`src/rtl/vault_lock.sv`:
```
// Keypad vault controller: synchronised key input, N-digit entry buffer, stored password,
// failed-attempt counter. Timed lockout is built only when VAULT_LOCKOUT_EN is defined.
module vault_lock #(
    parameter int N_DIGITS       = 6,
    parameter int MAX_FAILS      = 3,
    parameter int LOCKOUT_CYCLES = 50_000_000
) (
    input  logic                          MAX10_CLK1_50,
    input  logic                          reset,
    input  logic                          key_valid,
    input  logic [3:0]                    key_code,
    output logic [1:0]                    state_o,
    output logic                          unlocked,
    output logic [4*N_DIGITS-1:0]         entry_digits,
    output logic [$clog2(N_DIGITS+1)-1:0] entry_count,
    output logic [3:0]                    fail_count,
    output logic                          lockout_active,
    output logic                          pass_ok,
    output logic                          pass_bad
);

    localparam int BW = 4 * N_DIGITS;
    localparam int CW = $clog2(N_DIGITS + 1);

    localparam logic [1:0] ST_OPEN   = 2'd0;
    localparam logic [1:0] ST_LOCKED = 2'd1;

    localparam logic [3:0]    KEY_ENTER  = 4'hE;
    localparam logic [3:0]    KEY_CANCEL = 4'hF;
    localparam logic [CW-1:0] CNT_FULL   = CW'(N_DIGITS);

    if (N_DIGITS < 1 || N_DIGITS > 8 || MAX_FAILS < 1 || MAX_FAILS > 15 || LOCKOUT_CYCLES < 1)
    begin : g_param_check
        $error("vault_lock: parameter out of legal range");
    end

`ifdef VAULT_LOCKOUT_EN
    localparam logic [1:0]    ST_LOCKOUT = 2'd2;
    localparam int            TW         = (LOCKOUT_CYCLES > 1) ? $clog2(LOCKOUT_CYCLES) : 1;
    localparam logic [TW-1:0] TIMER_LOAD = TW'(LOCKOUT_CYCLES - 1);
    localparam logic [3:0]    FAIL_LIMIT = 4'(MAX_FAILS);

    logic [TW-1:0] timer_q, timer_d;
    logic          lockout_q;
`endif

    logic          valid_s1_q, valid_s2_q, valid_prev_q;
    logic [3:0]    code_s1_q, code_s2_q;
    logic [1:0]    state_q, state_d;
    logic [BW-1:0] pwd_q, pwd_d;
    logic [BW-1:0] buf_q, buf_d;
    logic [CW-1:0] cnt_q, cnt_d;
    logic [3:0]    fail_q, fail_d;
    logic [3:0]    fail_inc;
    logic          ok_q, ok_d;
    logic          bad_q, bad_d;
    logic          unlocked_q;
    logic          key_evt, key_enter, key_cancel, entry_full;

    assign key_evt    = valid_s2_q & ~valid_prev_q;
    assign key_enter  = (code_s2_q == KEY_ENTER);
    assign key_cancel = (code_s2_q == KEY_CANCEL);
    assign entry_full = (cnt_q == CNT_FULL);
    assign fail_inc   = fail_q + 4'd1;

    always_comb begin
        state_d = state_q;
        pwd_d   = pwd_q;
        buf_d   = buf_q;
        cnt_d   = cnt_q;
        fail_d  = fail_q;
        ok_d    = 1'b0;
        bad_d   = 1'b0;
`ifdef VAULT_LOCKOUT_EN
        timer_d = timer_q;
`endif
        case (state_q)
            ST_OPEN, ST_LOCKED: begin
                if (key_evt) begin
                    if (key_cancel) begin
                        buf_d = '0;
                        cnt_d = '0;
                    end else if (key_enter) begin
                        if (state_q == ST_OPEN) begin
                            // A short entry in OPEN is ignored and the buffer kept.
                            if (entry_full) begin
                                pwd_d   = buf_q;
                                buf_d   = '0;
                                cnt_d   = '0;
                                state_d = ST_LOCKED;
                            end
                        end else begin
                            buf_d = '0;
                            cnt_d = '0;
                            if (entry_full && (buf_q == pwd_q)) begin
                                ok_d    = 1'b1;
                                fail_d  = '0;
                                state_d = ST_OPEN;
                            end else begin
                                bad_d = 1'b1;
`ifdef VAULT_LOCKOUT_EN
                                if (fail_inc == FAIL_LIMIT) begin
                                    fail_d  = '0;
                                    timer_d = TIMER_LOAD;
                                    state_d = ST_LOCKOUT;
                                end else begin
                                    fail_d = fail_inc;
                                end
`else
                                if (fail_q != 4'hF) begin
                                    fail_d = fail_inc;
                                end
`endif
                            end
                        end
                    end else if (!entry_full) begin
                        buf_d = (buf_q << 4) | BW'(code_s2_q);
                        cnt_d = cnt_q + 1'b1;
                    end
                end
            end
`ifdef VAULT_LOCKOUT_EN
            ST_LOCKOUT: begin
                // Key events are dropped here, including one coinciding with expiry.
                buf_d = '0;
                cnt_d = '0;
                if (timer_q == '0) begin
                    state_d = ST_LOCKED;
                end else begin
                    timer_d = timer_q - 1'b1;
                end
            end
`endif
            default: begin
                state_d = ST_OPEN;
                buf_d   = '0;
                cnt_d   = '0;
            end
        endcase
    end

    always_ff @(posedge MAX10_CLK1_50) begin
        if (reset) begin
            valid_s1_q   <= 1'b0;
            valid_s2_q   <= 1'b0;
            valid_prev_q <= 1'b0;
            code_s1_q    <= '0;
            code_s2_q    <= '0;
            state_q      <= ST_OPEN;
            pwd_q        <= '0;
            buf_q        <= '0;
            cnt_q        <= '0;
            fail_q       <= '0;
            ok_q         <= 1'b0;
            bad_q        <= 1'b0;
            unlocked_q   <= 1'b1;
`ifdef VAULT_LOCKOUT_EN
            timer_q      <= '0;
            lockout_q    <= 1'b0;
`endif
        end else begin
            valid_s1_q   <= key_valid;
            valid_s2_q   <= valid_s1_q;
            valid_prev_q <= valid_s2_q;
            code_s1_q    <= key_code;
            code_s2_q    <= code_s1_q;
            state_q      <= state_d;
            pwd_q        <= pwd_d;
            buf_q        <= buf_d;
            cnt_q        <= cnt_d;
            fail_q       <= fail_d;
            ok_q         <= ok_d;
            bad_q        <= bad_d;
            unlocked_q   <= (state_d == ST_OPEN);
`ifdef VAULT_LOCKOUT_EN
            timer_q      <= timer_d;
            lockout_q    <= (state_d == ST_LOCKOUT);
`endif
        end
    end

    assign state_o      = state_q;
    assign unlocked     = unlocked_q;
    assign entry_digits = buf_q;
    assign entry_count  = cnt_q;
    assign fail_count   = fail_q;
    assign pass_ok      = ok_q;
    assign pass_bad     = bad_q;
`ifdef VAULT_LOCKOUT_EN
    assign lockout_active = lockout_q;
`else
    assign lockout_active = 1'b0;
`endif

endmodule

```
`config.mk`:
```
export PLATFORM = sky130hd
export DESIGN_NAME = vault_lock
export DESIGN_NICKNAME = d
export VERILOG_FILES = /design/src/rtl/vault_lock.sv
export SDC_FILE = /design/constraint.sdc
export NUM_CORES = 1
export LEC_CHECK = 0
export CAP_MARGIN = 20
export CORE_ASPECT_RATIO = 1.5
export CORE_UTILIZATION = 40
export CTS_BUF_LIST = sky130_fd_sc_hd__clkbuf_8 sky130_fd_sc_hd__clkbuf_16
export DETAILED_ROUTE_END_ITERATION = 16
export DONT_BUFFER_PORTS = 1
export PLACE_DENSITY = 0.65
export SLEW_MARGIN = 40
export SYNTH_ARGS = -nofsm -noshare
export SYNTH_HDL_FRONTEND = slang
export SYNTH_SLANG_ARGS = --single-unit
```
`constraint.sdc`:
```
create_clock -name MAX10_CLK1_50 -period 2.1 [get_ports MAX10_CLK1_50]
set_clock_uncertainty 0.15 [all_clocks]
set_input_delay 0.315 -clock MAX10_CLK1_50 [delete_from_list [all_inputs] [get_ports MAX10_CLK1_50]]
set_output_delay 0.315 -clock MAX10_CLK1_50 [all_outputs]
set_load 0.05 [all_outputs]
```
==> flow_summary_export.csv <==
group,metric,value,unit
routing,vias,2183,
clock_network,cts_num_sinks,71,
global_route,grt_use_total,0.182,
timing,period_minus_slack,1980,ps
yosys,synthCells,307,
place,dp_hpwl,4.26,mm
routing,drt_iter0_markers,111,
critical_path,critical_path_buf_inv_count,0,
routing,drcViolationCount,0,
final_layout,final_common_cell,"dfxtp_1",
final_layout,synthToLayoutAreaGrowth,19.6,%
routing,drt_pass1_iterations,6,
place,dpl-instance-area,3170,um^2
die,die-area,7450,um^2
global_route,grt_max_degree,42,
final_layout,fillers,686,
global_route,antenna_found_initial,0,
power,p_leak,1.28,nW
critical_path,crit_chain,"nand3_2 > or3_4 > or4_4 > nand2_1 > a21oi_1",
critical_path,reg2reg_setup_slack,120,ps
worst_hold_path,hold_path_startpoint,"reset",
clock_network,cts_tree,"built",
clock_network,clock_latency,350,ps
yosys,synth_seq_cells,71,
critical_path,rr_endpoint,"pwd_q[8]$_SDFFE_PP0P_",
power,power.density,692,nW/um^2
critical_path,cp_data_required_time,2180,ps
die,rows,37,
timing,max-slew-margin-rel,0.639,
yosys,synth-warning-count,0,
yosys,syn-cell-area,2840,um^2
critical_path,cp-start-kind,"flip-flop",
die,die_x,70.8,um
place,gp_congestion,0.775,
global_route,grt_pass1_wl,10.2,mm
status,status,"completed",
final_layout,layout_common_cells,"dfxtp_1, nand2_1, buf_4",
routing,finalWirelength,6.17,mm
die,fp.dieH,105,um
routing,antenna_left,0,
worst_hold_path,hp-class,"in -> reg",
global_route,grt-ovfl-total,0,
critical_path,critPathMaxStageDelay,600,ps
yosys,yosysTopAreaCell,"dfxtp_1",
die,io_pins,44,
timing,worst_pin_slew,541,ps
yosys,synthTopCellsByArea,"dfxtp_1, nand2_1, mux2i_1",
power,vdd_drop_max,0.000664,V
final_layout,final_core_util,0.496,
clock_network,htree_levels,3,
global_route,globalRouteMet1Util,0.198,
yosys,synth_top_area_share,0.500,
die,start_util,0.415,
clock_network,cts_buffer_depth,2,
place,io_buffers,0,
critical_path,crit_path_end_kind,"flip-flop",
yosys,avgSynthCellArea,9.25,um^2
yosys,synth_flop_cell,"dfxtp_1",
yosys,synthArstFlopShare,0,
timing,post-route-period-util,0.943,
clock_network,postCtsSetupBuffers,0,
run,max-cap-violations,0,
clock_network,cts_inserted_buffers,9,
critical_path,crit_arrival,2060,ps
critical_path,cp_top_family,"simple AND/OR/NAND/NOR gates",
timing,maxSlewViolCount,0,
worst_hold_path,whs_path_depth,2,
yosys,yosysSeqAreaShare,0.500,
global_route,busiest_layer,"met2",
global_route,grtUsageMet2,0.310,
final_layout,diodes,0,
die,core_area,6850,um^2
routing,via_per_inst,5.06,
final_layout,stdcell_area,3400,um^2
timing,hold_viol,0,
clock_network,clock-root-buffer,"clkbuf_8",
critical_path,critPathSlowestCell,"or4_4",
critical_path,rr_worst_depth,5,
global_route,grt_pass1_vias,2118,
final_layout,nets,359,
timing,finalSetupViolCount,0,
final_layout,drive_gt1_frac,0.184,
routing,wire_per_inst,14.3,um
critical_path,path_class,"reg -> reg",
worst_hold_path,hold_path_end,"entry_digits[2]$_SDFFE_PP0P_",
yosys,ys_types,38,
timing,fmax,505,MHz
clock_network,clk_pin_slew,70,ps
global_route,use_met3,0.0559,
timing,rsz0062_at_grt,"yes",
critical_path,critPathMaxFanout,26,
critical_path,worst_r2r_startpoint,"code_s2_q[1]$_SDFF_PP0_",
yosys,synth-edff-count,0,
==> per-stage QoR <==
stage / cells / hold slack [ps] / setup WS, ps / power [W] / TNS [ps]
after CTS: 431 / 51.8 / 30.1 / 0.00238 / 0
after global routing: 431 / 60.2 / -4.71 / 0.00244 / -4.71
after detailed placement: 410 / 241 / 50.7 / 0.00146 / 0
after global placement: 410 / 239 / 111 / 0.00146 / 0
final: 431 / 72.7 / 120 / 0.00235 / 0
after floorplan: 308 / 237 / -8.58 / 0.00145 / -172
==> cell type report <==
cell class	instances	area [um^2]	area share
Sequential cell	71	1430	0.420
Tap cell	78	97.6	0.0287
Clock inverter	5	20.0	0.00589
Inverter	1	3.75	0.00110
Clock buffer	10	138	0.0405
Multi-Input combinational cell	219	1340	0.393
Timing Repair Buffer	47	378	0.111
==> sequential cells by signal, indices dropped and copies added, names as in the netlist <==
signal        cells
valid_s2_q        1
unlocked          1
fail_count        4
pwd_q            24
state_o           2
pass_ok           1
pass_bad          1
code_s1_q         4
valid_s1_q        1
entry_count       3
entry_digits     24
code_s2_q         4
valid_prev_q      1
==> cell families after synthesis <==
kind of cell / Yosys count / synth area share
adder cells (fa/ha/maj): 3 / 0.0132
other: 1 / 0.00132
multiplexers: 21 / 0.0740
AO/OA/AOI/OAI: 41 / 0.0789
buffers and inverters: 18 / 0.0357
XOR/XNOR: 26 / 0.0802
flip-flops: 71 / 0.500
AND/OR/NAND/NOR: 126 / 0.216
==> routing by layer <==
| layer | wire [um] | up-vias |
|---|---|---|
| li1 | - | 1103 |
| met1 | 2540 | 1032 |
| met2 | 3190 | 37 |
| met3 | 282 | 11 |
| met4 | 156 | 0 |
| met5 | 0 | - |
==> power breakdown <==
| group | switching (W) | total [W] | leakage (nW) | internal, W |
|---|---|---|---|---|
| clock | 0.000462 | 0.000896 | 0.0971 | 0.000435 |
| combinational | 0.0000535 | 0.0000880 | 0.609 | 0.0000345 |
| sequential | 0.00000844 | 0.00137 | 0.576 | 0.00136 |
==> worst register-to-register path: cells and delay by family, from the launching register on <==
kind	cells	cell delay [ps]
AND/OR/NAND/NOR	4	1230
flip-flops	1	410
AO/OA/AOI/OAI	1	70
==> how the worst max path moves through the flow <==
stage,slack [ps],startpoint,cells after the start,end
final,120,code_s2_q[1]$_SDFF_PP0_,5,pwd_q[8]$_SDFFE_PP0P_
after global placement,110,code_s2_q[3]$_SDFF_PP0_,4,unlocked$_SDFF_PP1_
after floorplan,-9,entry_count[0]$_SDFFE_PP0P_,7,entry_count[2]$_SDFFE_PP0P_
after CTS,30,code_s2_q[3]$_SDFF_PP0_,6,fail_count[0]$_SDFFE_PP0P_
after global routing,-5,code_s2_q[1]$_SDFF_PP0_,6,entry_count[1]$_SDFFE_PP0P_
after detailed placement,50,code_s2_q[3]$_SDFF_PP0_,6,fail_count[0]$_SDFFE_PP0P_
==> cell usage after synthesis, types with 2 or more instances <==
library cell,count
dfxtp_1,71
nand2_1,57
a21oi_1,32
nor2_1,24
mux2i_1,21
xnor2_1,16
nor2b_1,11
xor2_1,10
buf_2,6
clkbuf_1,6
nand3_1,6
nand2b_1,4
nand4_1,4
nor3_1,4
buf_6,3
ha_1,3
nor4_1,3
a211oi_1,2
a31oi_1,2
and3_1,2
nor3b_1,2
o21ai_0,2
==> repair_timing <==
| action | CTS | global route |
|---|---|---|
| endpoints found under the setup margin | 0 | 27 |
| resized for setup | 0 | 2 |
| hold endpoints to repair | 41 | 0 |
| hold buffers | 6 | 0 |
Note: power is estimated with default switching activity, not from simulation.
